==> config.mk <==
export PLATFORM = sky130hd
export DESIGN_NAME = reg_bank_rw
export DESIGN_NICKNAME = d
export VERILOG_FILES = /design/src/rtl/reg_bank_pkg.sv /design/src/rtl/reg_bank_rd_port.sv /design/src/rtl/reg_bank_rw.sv
export SDC_FILE = /design/constraint.sdc
export NUM_CORES = 1
export LEC_CHECK = 0
export CAP_MARGIN = 30
export CORE_MARGIN = 3
export CORE_UTILIZATION = 55
export CTS_CLUSTER_DIAMETER = 100
export DETAILED_ROUTE_END_ITERATION = 10
export MAX_ROUTING_LAYER = met4
export PLACE_DENSITY = 0.88
export SYNTH_ARGS = -nofsm -noshare
export SYNTH_HDL_FRONTEND = slang
export SYNTH_SLANG_ARGS = --single-unit
==> constraint.sdc <==
create_clock -name clk -period 3.65 [get_ports clk]
set_input_delay 0.5475 -clock clk [delete_from_list [all_inputs] [get_ports clk]]
set_output_delay 0.5475 -clock clk [all_outputs]
set_load 0.01 [all_outputs]
==> src/rtl/reg_bank_pkg.sv <==
// rtl/reg_bank_pkg.sv - access-size/lane constants and lane merge/extract helpers for reg_bank_rw
package reg_bank_pkg;

  typedef enum logic {SIZE_BYTE = 1'b0, SIZE_WORD = 1'b1} size_e;
  typedef enum logic {LANE_LO = 1'b0, LANE_HI = 1'b1} lane_e;

  // Helpers work on a wide container so any even DATA_W up to MAX_W shares them.
  localparam int MAX_W = 64;
  typedef logic [MAX_W-1:0] lane_word_t;

  function automatic lane_word_t half_mask(input int unsigned w, input logic hi);
    lane_word_t lo_m;
    lo_m = (lane_word_t'(1) << (w / 2)) - lane_word_t'(1);
    return hi ? (lo_m << (w / 2)) : lo_m;
  endfunction

  function automatic lane_word_t lane_merge(input lane_word_t old_v, input lane_word_t new_v,
                                            input logic size, input logic hi,
                                            input int unsigned w);
    lane_word_t m;
    m = half_mask(w, hi);
    return (size == SIZE_WORD) ? new_v : ((old_v & ~m) | (new_v & m));
  endfunction

  // Byte reads keep the lane in place and zero the other half.
  function automatic lane_word_t lane_extract(input lane_word_t val, input logic size,
                                              input logic hi, input int unsigned w);
    return (size == SIZE_WORD) ? val : (val & half_mask(w, hi));
  endfunction

endpackage

==> src/rtl/reg_bank_rd_port.sv <==
// rtl/reg_bank_rd_port.sv - one registered read port: select, legality check, lane extract
module reg_bank_rd_port
  import reg_bank_pkg::*;
#(
  parameter int DATA_W    = 16,
  parameter int NUM_REGS  = 8,
  parameter int BYTE_REGS = 4,
  parameter int ADDR_W    = $clog2(NUM_REGS)
) (
  input  logic                       clk,
  input  logic                       rst_n,
  input  logic                       rd_en,
  input  logic [ADDR_W-1:0]          rd_sel,
  input  logic                       rd_size,
  input  logic                       rd_hi,
  input  logic [NUM_REGS*DATA_W-1:0] regs_flat,
  output logic [DATA_W-1:0]          rd_data,
  output logic                       rd_valid,
  output logic                       illegal
);

  logic [DATA_W-1:0] sel_val;
  logic [DATA_W-1:0] rd_data_d, rd_data_q;
  logic              rd_valid_d, rd_valid_q;
  logic              legal;

  assign sel_val = regs_flat[int'(rd_sel)*DATA_W +: DATA_W];
  assign legal   = (rd_size == SIZE_WORD) || ({1'b0, rd_sel} < (ADDR_W+1)'(BYTE_REGS));
  assign illegal = rd_en & ~legal;

  always_comb begin
    rd_data_d  = rd_data_q;
    rd_valid_d = rd_en;
    if (rd_en) begin
      rd_data_d = legal ? DATA_W'(lane_extract(MAX_W'(sel_val), rd_size, rd_hi, DATA_W))
                        : '0;
    end
  end

  always_ff @(posedge clk or negedge rst_n) begin
    if (!rst_n) begin
      rd_data_q  <= '0;
      rd_valid_q <= 1'b0;
    end else begin
      rd_data_q  <= rd_data_d;
      rd_valid_q <= rd_valid_d;
    end
  end

  assign rd_data  = rd_data_q;
  assign rd_valid = rd_valid_q;

endmodule

==> src/rtl/reg_bank_rw.sv <==
// rtl/reg_bank_rw.sv - register bank, one write port and NUM_RD read ports, byte lanes on low regs
// Optional REG_BANK_BYPASS_EN: same-cycle write-to-read forwarding of legal writes.
module reg_bank_rw
  import reg_bank_pkg::*;
#(
  parameter  int DATA_W    = 16,
  parameter  int NUM_REGS  = 8,
  parameter  int NUM_RD    = 2,
  parameter  int BYTE_REGS = 4,
  localparam int ADDR_W    = $clog2(NUM_REGS)
) (
  input  logic                     clk,
  input  logic                     rst_n,
  input  logic                     wr_en,
  input  logic [ADDR_W-1:0]        wr_sel,
  input  logic                     wr_size,
  input  logic                     wr_hi,
  input  logic [DATA_W-1:0]        wr_data,
  input  logic [NUM_RD-1:0]        rd_en,
  input  logic [NUM_RD*ADDR_W-1:0] rd_sel,
  input  logic [NUM_RD-1:0]        rd_size,
  input  logic [NUM_RD-1:0]        rd_hi,
  output logic [NUM_RD*DATA_W-1:0] rd_data,
  output logic [NUM_RD-1:0]        rd_valid,
  output logic                     err,
  input  logic                     err_clr
);

  logic [DATA_W-1:0]          reg_q [NUM_REGS];
  logic [DATA_W-1:0]          reg_d [NUM_REGS];
  logic [NUM_REGS*DATA_W-1:0] view_flat;
  logic [NUM_RD-1:0]          rd_illegal;
  logic                       wr_legal, wr_illegal;
  logic                       err_d, err_q;

  assign wr_legal   = (wr_size == SIZE_WORD) || ({1'b0, wr_sel} < (ADDR_W+1)'(BYTE_REGS));
  assign wr_illegal = wr_en & ~wr_legal;

  always_comb begin
    for (int i = 0; i < NUM_REGS; i++) reg_d[i] = reg_q[i];
    if (wr_en && wr_legal) begin
      reg_d[wr_sel] = DATA_W'(lane_merge(MAX_W'(reg_q[wr_sel]), MAX_W'(wr_data),
                                         wr_size, wr_hi, DATA_W));
    end
  end

  always_ff @(posedge clk or negedge rst_n) begin
    if (!rst_n) begin
      for (int i = 0; i < NUM_REGS; i++) reg_q[i] <= '0;
    end else begin
      for (int i = 0; i < NUM_REGS; i++) reg_q[i] <= reg_d[i];
    end
  end

  // reg_d already holds the merged post-write value and ignores illegal writes.
  always_comb begin
    view_flat = '0;
    for (int i = 0; i < NUM_REGS; i++) begin
`ifdef REG_BANK_BYPASS_EN
      view_flat[i*DATA_W +: DATA_W] = reg_d[i];
`else
      view_flat[i*DATA_W +: DATA_W] = reg_q[i];
`endif
    end
  end

  for (genvar k = 0; k < NUM_RD; k++) begin : g_rd
    reg_bank_rd_port #(
      .DATA_W   (DATA_W),
      .NUM_REGS (NUM_REGS),
      .BYTE_REGS(BYTE_REGS),
      .ADDR_W   (ADDR_W)
    ) u_port (
      .clk      (clk),
      .rst_n    (rst_n),
      .rd_en    (rd_en[k]),
      .rd_sel   (rd_sel[k*ADDR_W +: ADDR_W]),
      .rd_size  (rd_size[k]),
      .rd_hi    (rd_hi[k]),
      .regs_flat(view_flat),
      .rd_data  (rd_data[k*DATA_W +: DATA_W]),
      .rd_valid (rd_valid[k]),
      .illegal  (rd_illegal[k])
    );
  end

  // Set has priority over clear.
  always_comb begin
    err_d = err_q;
    if (err_clr) err_d = 1'b0;
    if (wr_illegal || (|rd_illegal)) err_d = 1'b1;
  end

  always_ff @(posedge clk or negedge rst_n) begin
    if (!rst_n) err_q <= 1'b0;
    else        err_q <= err_d;
  end

  assign err = err_q;

endmodule

* Word-level counts from Yosys, hierarchy flattened *
Index checks and enable logic that the tools add are counted.

word-level totals
  word-level logic and storage cells = 57
  register bits after elaboration = 163
  output and inout port bits = 35

cells by class
  shifts and indexed selects = 2
  order comparisons = 5
  muxes and demuxes = 16
  bitwise logic cells = 13
  reductions and logical operators = 8

operator list
  kind                                                                           number
  128-bit by 8-bit variable part select with 16-bit output                       2
  16-bit two-way mux                                                             11
  128-bit bitwise mux                                                            1
  16-bit bitwise AND                                                             4
  16-bit binary-select mux with 3-bit select                                     1
  16-bit demux with 3-bit select                                                 1
  16-bit inverter                                                                1
  16-bit OR                                                                      1
  3-bit less-than comparator (second input constant)                             3
  4-bit greater-or-equal comparator (second input constant)                      1
  1-bit logical OR                                                               4
  4-bit by 1-bit less-than comparator with 1-bit output (second input constant)  1
  3-bit inverter with 4-bit output                                               1
  1-bit bitwise AND                                                              3
  1-bit inverter                                                                 3
  1-bit logical AND                                                              2
  1-bit two-way mux                                                              2
  2-bit nonzero test                                                             1
  2-bit OR reduction                                                             1

* Logic depth before layout (Yosys ltp) *
Gate-level depths: netlist of run 1.

  word-level depth = 8
  gate-level depth with buffers = 8
  gate-level depth less buffers = 4

* Hierarchy *
From an unflattened synthesis of run 1, not the netlist that was laid out.

second synthesis, totals
  cell total of the unflattened synthesis = 962
  area total of the unflattened synthesis = 9854.5 µm²

modules (own cells, without submodules)
  module            cells an instance  instances  area an instance (µm²)
  reg_bank_rw       654                1          6373.6
  reg_bank_rd_port  154                2          1740.4

* Worst setup path after synthesis of run 1 *
No wires, ideal clock.

  path type = input-to-reg
  start point = input port rd_sel[0]
  end point = register g_rd[0].u_port.rd_data_q[1]
  stages on the path = 5
  buffers on the path = 2
  data arrival time = 1.755 ns
  required time = 3.516 ns
  setup slack = 1.761 ns
  path through = buf_2 -> buf_2 -> mux4_2 -> a22oi_1 -> o21ai_0

between the ends
  word-level cells in the longest chain between the ends = 4
  elaborated cells between the ends (all ways) = 6

ends and longest elaborated chain
  item                                                      line                    RTL
  from (decl)                                               reg_bank_rw.sv:20       input logic [NUM_RD*ADDR_W-1:0] rd_sel,
  128-bit by 8-bit variable part select with 16-bit output  reg_bank_rd_port.sv:27  assign sel_val = regs_flat[int'(rd_sel)*DATA_W +: DATA_W];
  16-bit bitwise AND                                        reg_bank_pkg.sv:28      return (size == SIZE_WORD) ? val : (val & half_mask(w, hi));
  16-bit two-way mux                                        reg_bank_pkg.sv:28
  16-bit two-way mux *                                      reg_bank_rd_port.sv:35  rd_data_d = legal ? DATA_W'(lane_extract(MAX_W'(sel_val), rd_size, rd_hi, DATA_W))
  to (signal assigned)                                      reg_bank_rd_port.sv:45  rd_data_q <= rd_data_d;
  to (decl)                                                 reg_bank_rd_port.sv:23  logic [DATA_W-1:0] rd_data_d, rd_data_q;

Every way passes the cells marked *; elsewhere a longest branch is shown, timed or not.
A chain may end at the register's enable or synchronous reset.

* Worst setup path in the final report of run 1 *
  start point = input port wr_size
  end point = register reg_q[64] (netlist name)

between the ends
  word-level cells in the longest chain between the ends = 2
  elaborated cells between the ends (all ways) = 4

ends and longest elaborated chain
  item                                                             line                                   RTL
  from (decl)                                                      reg_bank_rw.sv:16                      input logic wr_size,
  16-bit two-way mux / 1-bit logical OR (equally long branches)    reg_bank_pkg.sv:22, reg_bank_rw.sv:36
  128-bit bitwise mux / 1-bit logical AND (equally long branches)  reg_bank_rw.sv:42, reg_bank_rw.sv:41
  to (decl)                                                        reg_bank_rw.sv:29                      logic [DATA_W-1:0] reg_q [NUM_REGS];

Parallel ways exist; a longest one is shown, timed or not.

==> out/qor.txt, run 1 <==
status - finished clean
# port buffers - 71
unrepaired setup endpoints after global routing - false
Yosys reg bits - 163
Switching Share - 31.12%
Req. time, crit path - 3.97 ns
clock latency on the worst-skew pair - 0.44 ns
worst r2r path cells - 3
syn avg cell area - 10.91 sq um
CTS tree - built
core region area - 0.01617 sq mm
clock net sink count - 163
Clk pwr share - 30.5%
Slew Limit Fails - 0
pin count of the biggest net entering global routing - 71
combinational share of power - 25.0%
Core Util, Final - 66.29%
share of cells above drive strength 1 - 17.86%
Area Overhead vs Synth - 15.64%
GPL Wtd Cong - 0.9708
Post-synth EDFFs - 0
CTS clk-pin slew, worst paths - 0.06 ns
Max-Slew Margin vs Limit - 29.39%
I/O Pins - 72
Setup violations, final - 0
critical path peak fanout - 8
Clock Skew - 0.005837 ns
first-pass GRT wire length - 44.04 mm
register area share after synthesis - 43.99%
DR vias - 7960
via-per-instance ratio - 6.982
vias in the first global route - 8010
Hold Crit Class - in -> async
Post-CTS Hold Fix Bufs - 0
syn_nets - 887
Num CTS Buffers - 17
CTS root buf - clkbuf_16
Final period util - 67.21%
DRC - 0
Synth Flop Type - dfrtp_1
asr flop ratio synth - 100.0%
Net Switching - 1811 uW
Distinct cells, synth - 61
top cell type's share of synthesized area - 43.99%
synthesized netlist cell count - 850
Net count, final - 951
Final HPWL DP - 18.98 mm
post-route minimum period - 2.453 ns
post-CTS setup buffers - 0
Sequential Power Share - 44.6%
worst slew pin tran - 1.059 ns
num rows - 46
CP Class - in -> reg
Die H - 135.8 um
Fmax - 407.6 MHz
DR WL/cell - 25.00 um
main area contributors after synthesis - dfrtp_1, mux4_2, mux2i_1, nor2_1, a21oi_1
CP startpoint kind - input port
htree depth - 4
initial antenna violation count - 0
final hold violations - 0
synth warn - 0
first drt pass iteration count - 7
Internal Power - 4008 uW
initial core utilization - 57.33%
number of antenna diodes - 0
all-layer global routing usage - 32.61%
Routed WL - 28.50 mm
filler instances - 1162
Crit path arrival time - 2.78 ns
synthesized cell area - 0.009271 sq mm
CP endpoint kind - flip-flop
Max Cap Viol - 0
cell taking the most area after synthesis - dfrtp_1
Die ar. - 0.01845 sq mm
Die Width - 135.8 um
PwrDens - 542.7 mW/mm^2
ANT nets after route - 0
leakage - 0.004372 uW
setup_tns - 0 ns
DRT iter0 DRCs - 1357
clock buffer depth - 2
PostCTS Resize Cnt - 0
Peak VDD IR - 0.3618 mV
total grt overflow - 0
logic make-up (layout without fill, tap and decap cells):
family	count (synthesis)	count (layout)	share of synthesized area [%]
compound gates	267	267	18.96
buf+inv	103	177	5.762
flops	163	163	43.99
mux	101	101	19.55
simple gates	216	216	11.73
final timing paths:
path / from / end / slack (ns)
min reg2reg: reg_q[10] / reg_q[10] / 0.51
min in group clk: reg_q[10] / reg_q[10] / 0.51
max in group asynchronous: rst_n / reg_q[55] / 2.63
min: rst_n / g_rd[1].u_port.rd_data[1] / 0.08
max reg2reg: reg_q[86] / g_rd[1].u_port.rd_data[6] / 1.96
max: wr_size / reg_q[64] / 1.20
synthesized netlist by cell type, drive strengths merged, types with 6 or more instances:
cell / number
a211oi: 9
inv: 38
nor2: 89
buf: 46
o21ai: 73
o22ai: 8
a32o: 8
dfrtp: 163
nand3: 6
a21oi: 61
mux2i: 36
mux4: 64
o2bb2ai: 9
o31ai: 30
nand2b: 7
o21a: 7
a22oi: 32
nand2: 73
clkbuf: 19
flip-flops by register name, indices dropped and copies added (netlist names):
signal                cells
g_rd.u_port.rd_valid      2
reg_q                   128
err                       1
g_rd.u_port.rd_data      32
cell type report:
type                    instances  area [sq um]  area share [%]
flip-flops and latches        163          4079           38.04
inverters                      38         142.6           1.330
multi-input cells             584          4664           43.51
well taps                     216         270.3           2.521
clock inverters                 9         106.4          0.9920
clock buffers                  20         466.7           4.353
repair buffers                110         992.2           9.254
stage by stage:
step                      total power, uW  cell area, sq um  instances  hold slack [ns]  setup WS [ns]
after floorplan                      3443              9271        850           0.2519          1.761
after global placement               3927             10150       1111           0.4839         0.9566
after detailed placement             4013             10150       1111           0.4909         0.8902
after CTS                            5775             10720       1140           0.1051          1.285
after global routing                 6046             10720       1140           0.1325          1.159
final                                5819             10720       1140          0.07557          1.197
layout by cell type (no fill, tap or decap), types with 3 or more instances in the layout:
master	instances
a211o_1	3
a211oi_1	5
a211oi_2	4
a21oi_1	61
a22o_1	4
a22oi_1	32
a31oi_1	4
a32o_1	8
and4b_1	3
buf_2	5
buf_4	38
clkbuf_16	17
clkbuf_8	3
clkdlybuf4s50_1	65
clkinv_2	3
clkinvlp_4	3
dfrtp_1	163
inv_1	38
mux2i_1	36
mux4_2	64
nand2_1	73
nand2b_1	7
nand3_1	6
nor2_1	89
nor2b_1	4
nor3_1	3
o21a_1	7
o21ai_0	61
o21ai_1	12
o21ba_2	4
o221ai_1	5
o22ai_1	8
o2bb2ai_1	9
o31ai_1	30
or2_2	3
or3_1	5
or3b_1	3
critical path: stages:
cell	delay (ns)
clkdlybuf4s50_1	0.68
nor2b_1	0.08
buf_4	0.18
nor2_1	0.53
o21ai_0	0.37
o31ai_1	0.38
metal layers:
| layer | share of wire (%) | global-route usage, % |
|---|---|---|
| met3 | 13 | 8.512 |
| met5 | 0 | - |
| met1 | 36 | 40.93 |
| met4 | 5.6 | 17.97 |
| met2 | 45 | 48.67 |
power by group through the flow:
stage	combinational (uW)	clock (uW)	sequential, uW
floorplan	947	0	2500
global placement	1370	0	2560
detailed placement	1420	0	2590
CTS	1440	1770	2570
global route	1570	1850	2640
finish	1450	1770	2590
Note: power is estimated with default switching activity, not from simulation.
==> inputs of run 2 (changes only) <==
Settings changed: CORE_UTILIZATION 55 to 53.
Clock period 3.65 ns to 2.15 ns, I/O delays scaled along.
==> run 2 against run 1 <==
  * Total power rose by 79%
  * Final area rose by 4.9%
  * Wire length rose by 6.4%
  * Sequential power rose by 71%
  * Register-to-register slack got worse by 1.5 ns
  * Clock power rose by 91%
  * Critical endpoint is now reg_q[121]
==> out/qor.txt, run 2 (same netlist as run 1, synthesis figures left out) <==
status - finished clean
clock buffer depth - 2 (unchanged)
Setup violations, final - 0 (unchanged)
GPL Wtd Cong - 1.005 (+3.6%)
Num CTS Buffers - 17 (unchanged)
Clock Skew - 0.008907 ns (+0.003070 ns)
CTS root buf - clkbuf_16
clock net sink count - 163 (unchanged)
FF-to-FF Start - reg_q[83]
first-pass GRT wire length - 47.78 mm (+8.5%)
ANT nets after route - 0 (unchanged)
initial core utilization - 54.93% (-2.4 points)
CTS clk-pin slew, worst paths - 0.07 ns (about the same)
Max Cap Viol - 0 (unchanged)
worst r2r path cells - 3 (unchanged)
most frequent cells in the layout - dfrtp_1, nor2_1, nand2_1, clkdlybuf4s50_1, mux4_2
Net count, final - 986 (+3.7%)
R2R Path End - g_rd[1].u_port.rd_data[3]
pin count of the biggest net entering global routing - 50 (-30%)
PostCTS Resize Cnt - 0 (unchanged)
Reg2Reg Setup Slack - 0.49 ns (-1.47 ns)
Final period util - 92.12%
Fmax - 504.9 MHz
Final WS setup - 0.1694 ns (-1.027 ns)
PwrDens - 927.8 mW/mm^2 (+71%)
clock latency on the worst-skew pair - 0.44 ns (about the same)
Peak VDD IR - 0.6589 mV (+82%)
DR WL/cell - 25.62 um (+2.5%)
final hold violations - 0 (unchanged)
first drt pass iteration count - 9 (+2)
unrepaired setup endpoints after global routing - false
total grt overflow - 0 (unchanged)
DRC - 0 (unchanged)
most common cell after layout, fill and taps aside - dfrtp_1
num rows - 47 (+2.2%)
CP endpoint kind - flip-flop
Max-Slew Margin vs Limit - 42.91% (+14 points)
Routed WL - 30.31 mm (+6.4%)
via-per-instance ratio - 7.046 (+0.92%)
DR vias - 8336 (+4.7%)
Largest Register - reg_q
CP startpoint kind - input port
I/O Pins - 72 (unchanged)
htree depth - 4 (unchanged)
Die ar. - 0.01912 sq mm (+3.6%)
fin cells - 1183 (+3.8%)
Place WS - -0.07539 ns (-0.9656 ns)
placed inst area - 0.01058 sq mm (+4.3%)
Final HPWL DP - 20.27 mm (+6.8%)
Crit path arrival time - 2.27 ns (-0.51 ns)
CTS tree - built
Core Util, Final - 66.62% (+0.33 points)
Die H - 138.3 um (+1.8%)
post-route minimum period - 1.981 ns
Die Width - 138.3 um (+1.8%)
Slew Limit Fails - 0 (unchanged)
vias in the first global route - 8480 (+5.9%)
fin area - 0.01124 sq mm (+4.9%)
leakage - 0.004636 uW (+6.0%)
Req. time, crit path - 2.44 ns (-1.53 ns)
initial antenna violation count - 1 (+1)
placed cells - 1149 (+3.4%)
DRT iter0 DRCs - 1291 (-4.9%)
number of flip-flops in the largest register - 128 (unchanged)
CP Class - in -> reg
core region area - 0.01688 sq mm (+4.4%)
Area Overhead vs Synth - 21.28%
all-layer global routing usage - 33.07% (+0.46 points)
share of cells above drive strength 1 - 20.69% (+2.8 points)
worst slew pin tran - 0.8531 ns (-0.2060 ns)
critical path peak fanout - 9 (+1)
post-CTS setup buffers - 0 (unchanged)
# port buffers - 71 (unchanged)
Hold Crit Class - in -> async
==> run 2: changes by cell type in the layout (fill, tap and decap cells not counted), moves of 3 or more <==
| cell | before | now |
|---|---|---|
| buf_4 | 38 | 58 |
| clkbuf_1 | 0 | 3 |
| buf_12 | 1 | 15 |
| bufinv_16 | 2 | 5 |
==> run 2: what timing repair did <==
item	in CTS	in global routing
hold buffers	1	0
endpoints found under the hold margin	37	0
setup endpoints to repair	0	0
==> run 2: cell type report <==
cell class	count	area [sq um]
diodes	1	2.502
inverters	38	142.6
well taps	220	275.3
repair buffers	145	1433
flip-flops and latches	163	4079
clock buffers	21	450.4
clock inverters	11	197.7
multi-input cells	584	4664
fillers	1172	5633
==> run 2: critical path: stages <==
cell             delay, ns
clkdlybuf4s50_1       0.59
nor2_1                0.34
buf_4                 0.25
o21ai_0               0.11
a211oi_1              0.48
a21oi_1               0.18
==> run 2: where the power goes <==
group | total [uW] | internal (uW) | switching [uW]
registers | 4420 | 3720 | 699
clock network | 3380 | 2100 | 1280
logic | 2630 | 1380 | 1250
total | 10400 | 7200 | 3230
==> run 2: metal layers <==
| metal | wire length [um] | vias up | GRT usage (%) |
|---|---|---|---|
| li1 | - | 3391 | - |
| met1 | 10450 | 4006 | 39.91 |
| met2 | 13810 | 731 | 50.00 |
| met3 | 3954 | 208 | 9.530 |
| met4 | 2093 | 0 | 18.98 |
| met5 | 0 | - | - |
==> run 2: per-stage QoR <==
step / power [uW] / setup TNS (ns) / hold slack (ns)
after global placement: 6768 / 0 / 0.2630
final: 10430 / 0 / 0.3872
after global routing: 10830 / 0 / 0.4278
after CTS: 10340 / 0 / 0.3909
after detailed placement: 6938 / -0.4524 / 0.2668
after floorplan: 5846 / 0 / 0.02691
==> run 2: worst max path at each step <==
| stage | startpoint | to | slack, ns | cells after the start |
|---|---|---|---|---|
| global placement | wr_size | reg_q[81] | 0.03 | 4 |
| detailed placement | wr_size | reg_q[105] | -0.08 | 6 |
| CTS | wr_size | reg_q[121] | 0.28 | 6 |
| finish | wr_size | reg_q[121] | 0.17 | 6 |
| floorplan | rd_sel[0] | g_rd[0].u_port.rd_data[1] | 0.49 | 5 |
| global route | wr_size | reg_q[105] | 0.13 | 6 |
==> inputs of run 3 (changes only) <==
Settings changed: TNS_END_PERCENT from default to 5.
==> results of run 3 <==
Same layout as run 2: the final DEF is identical, and so are final timing and power.
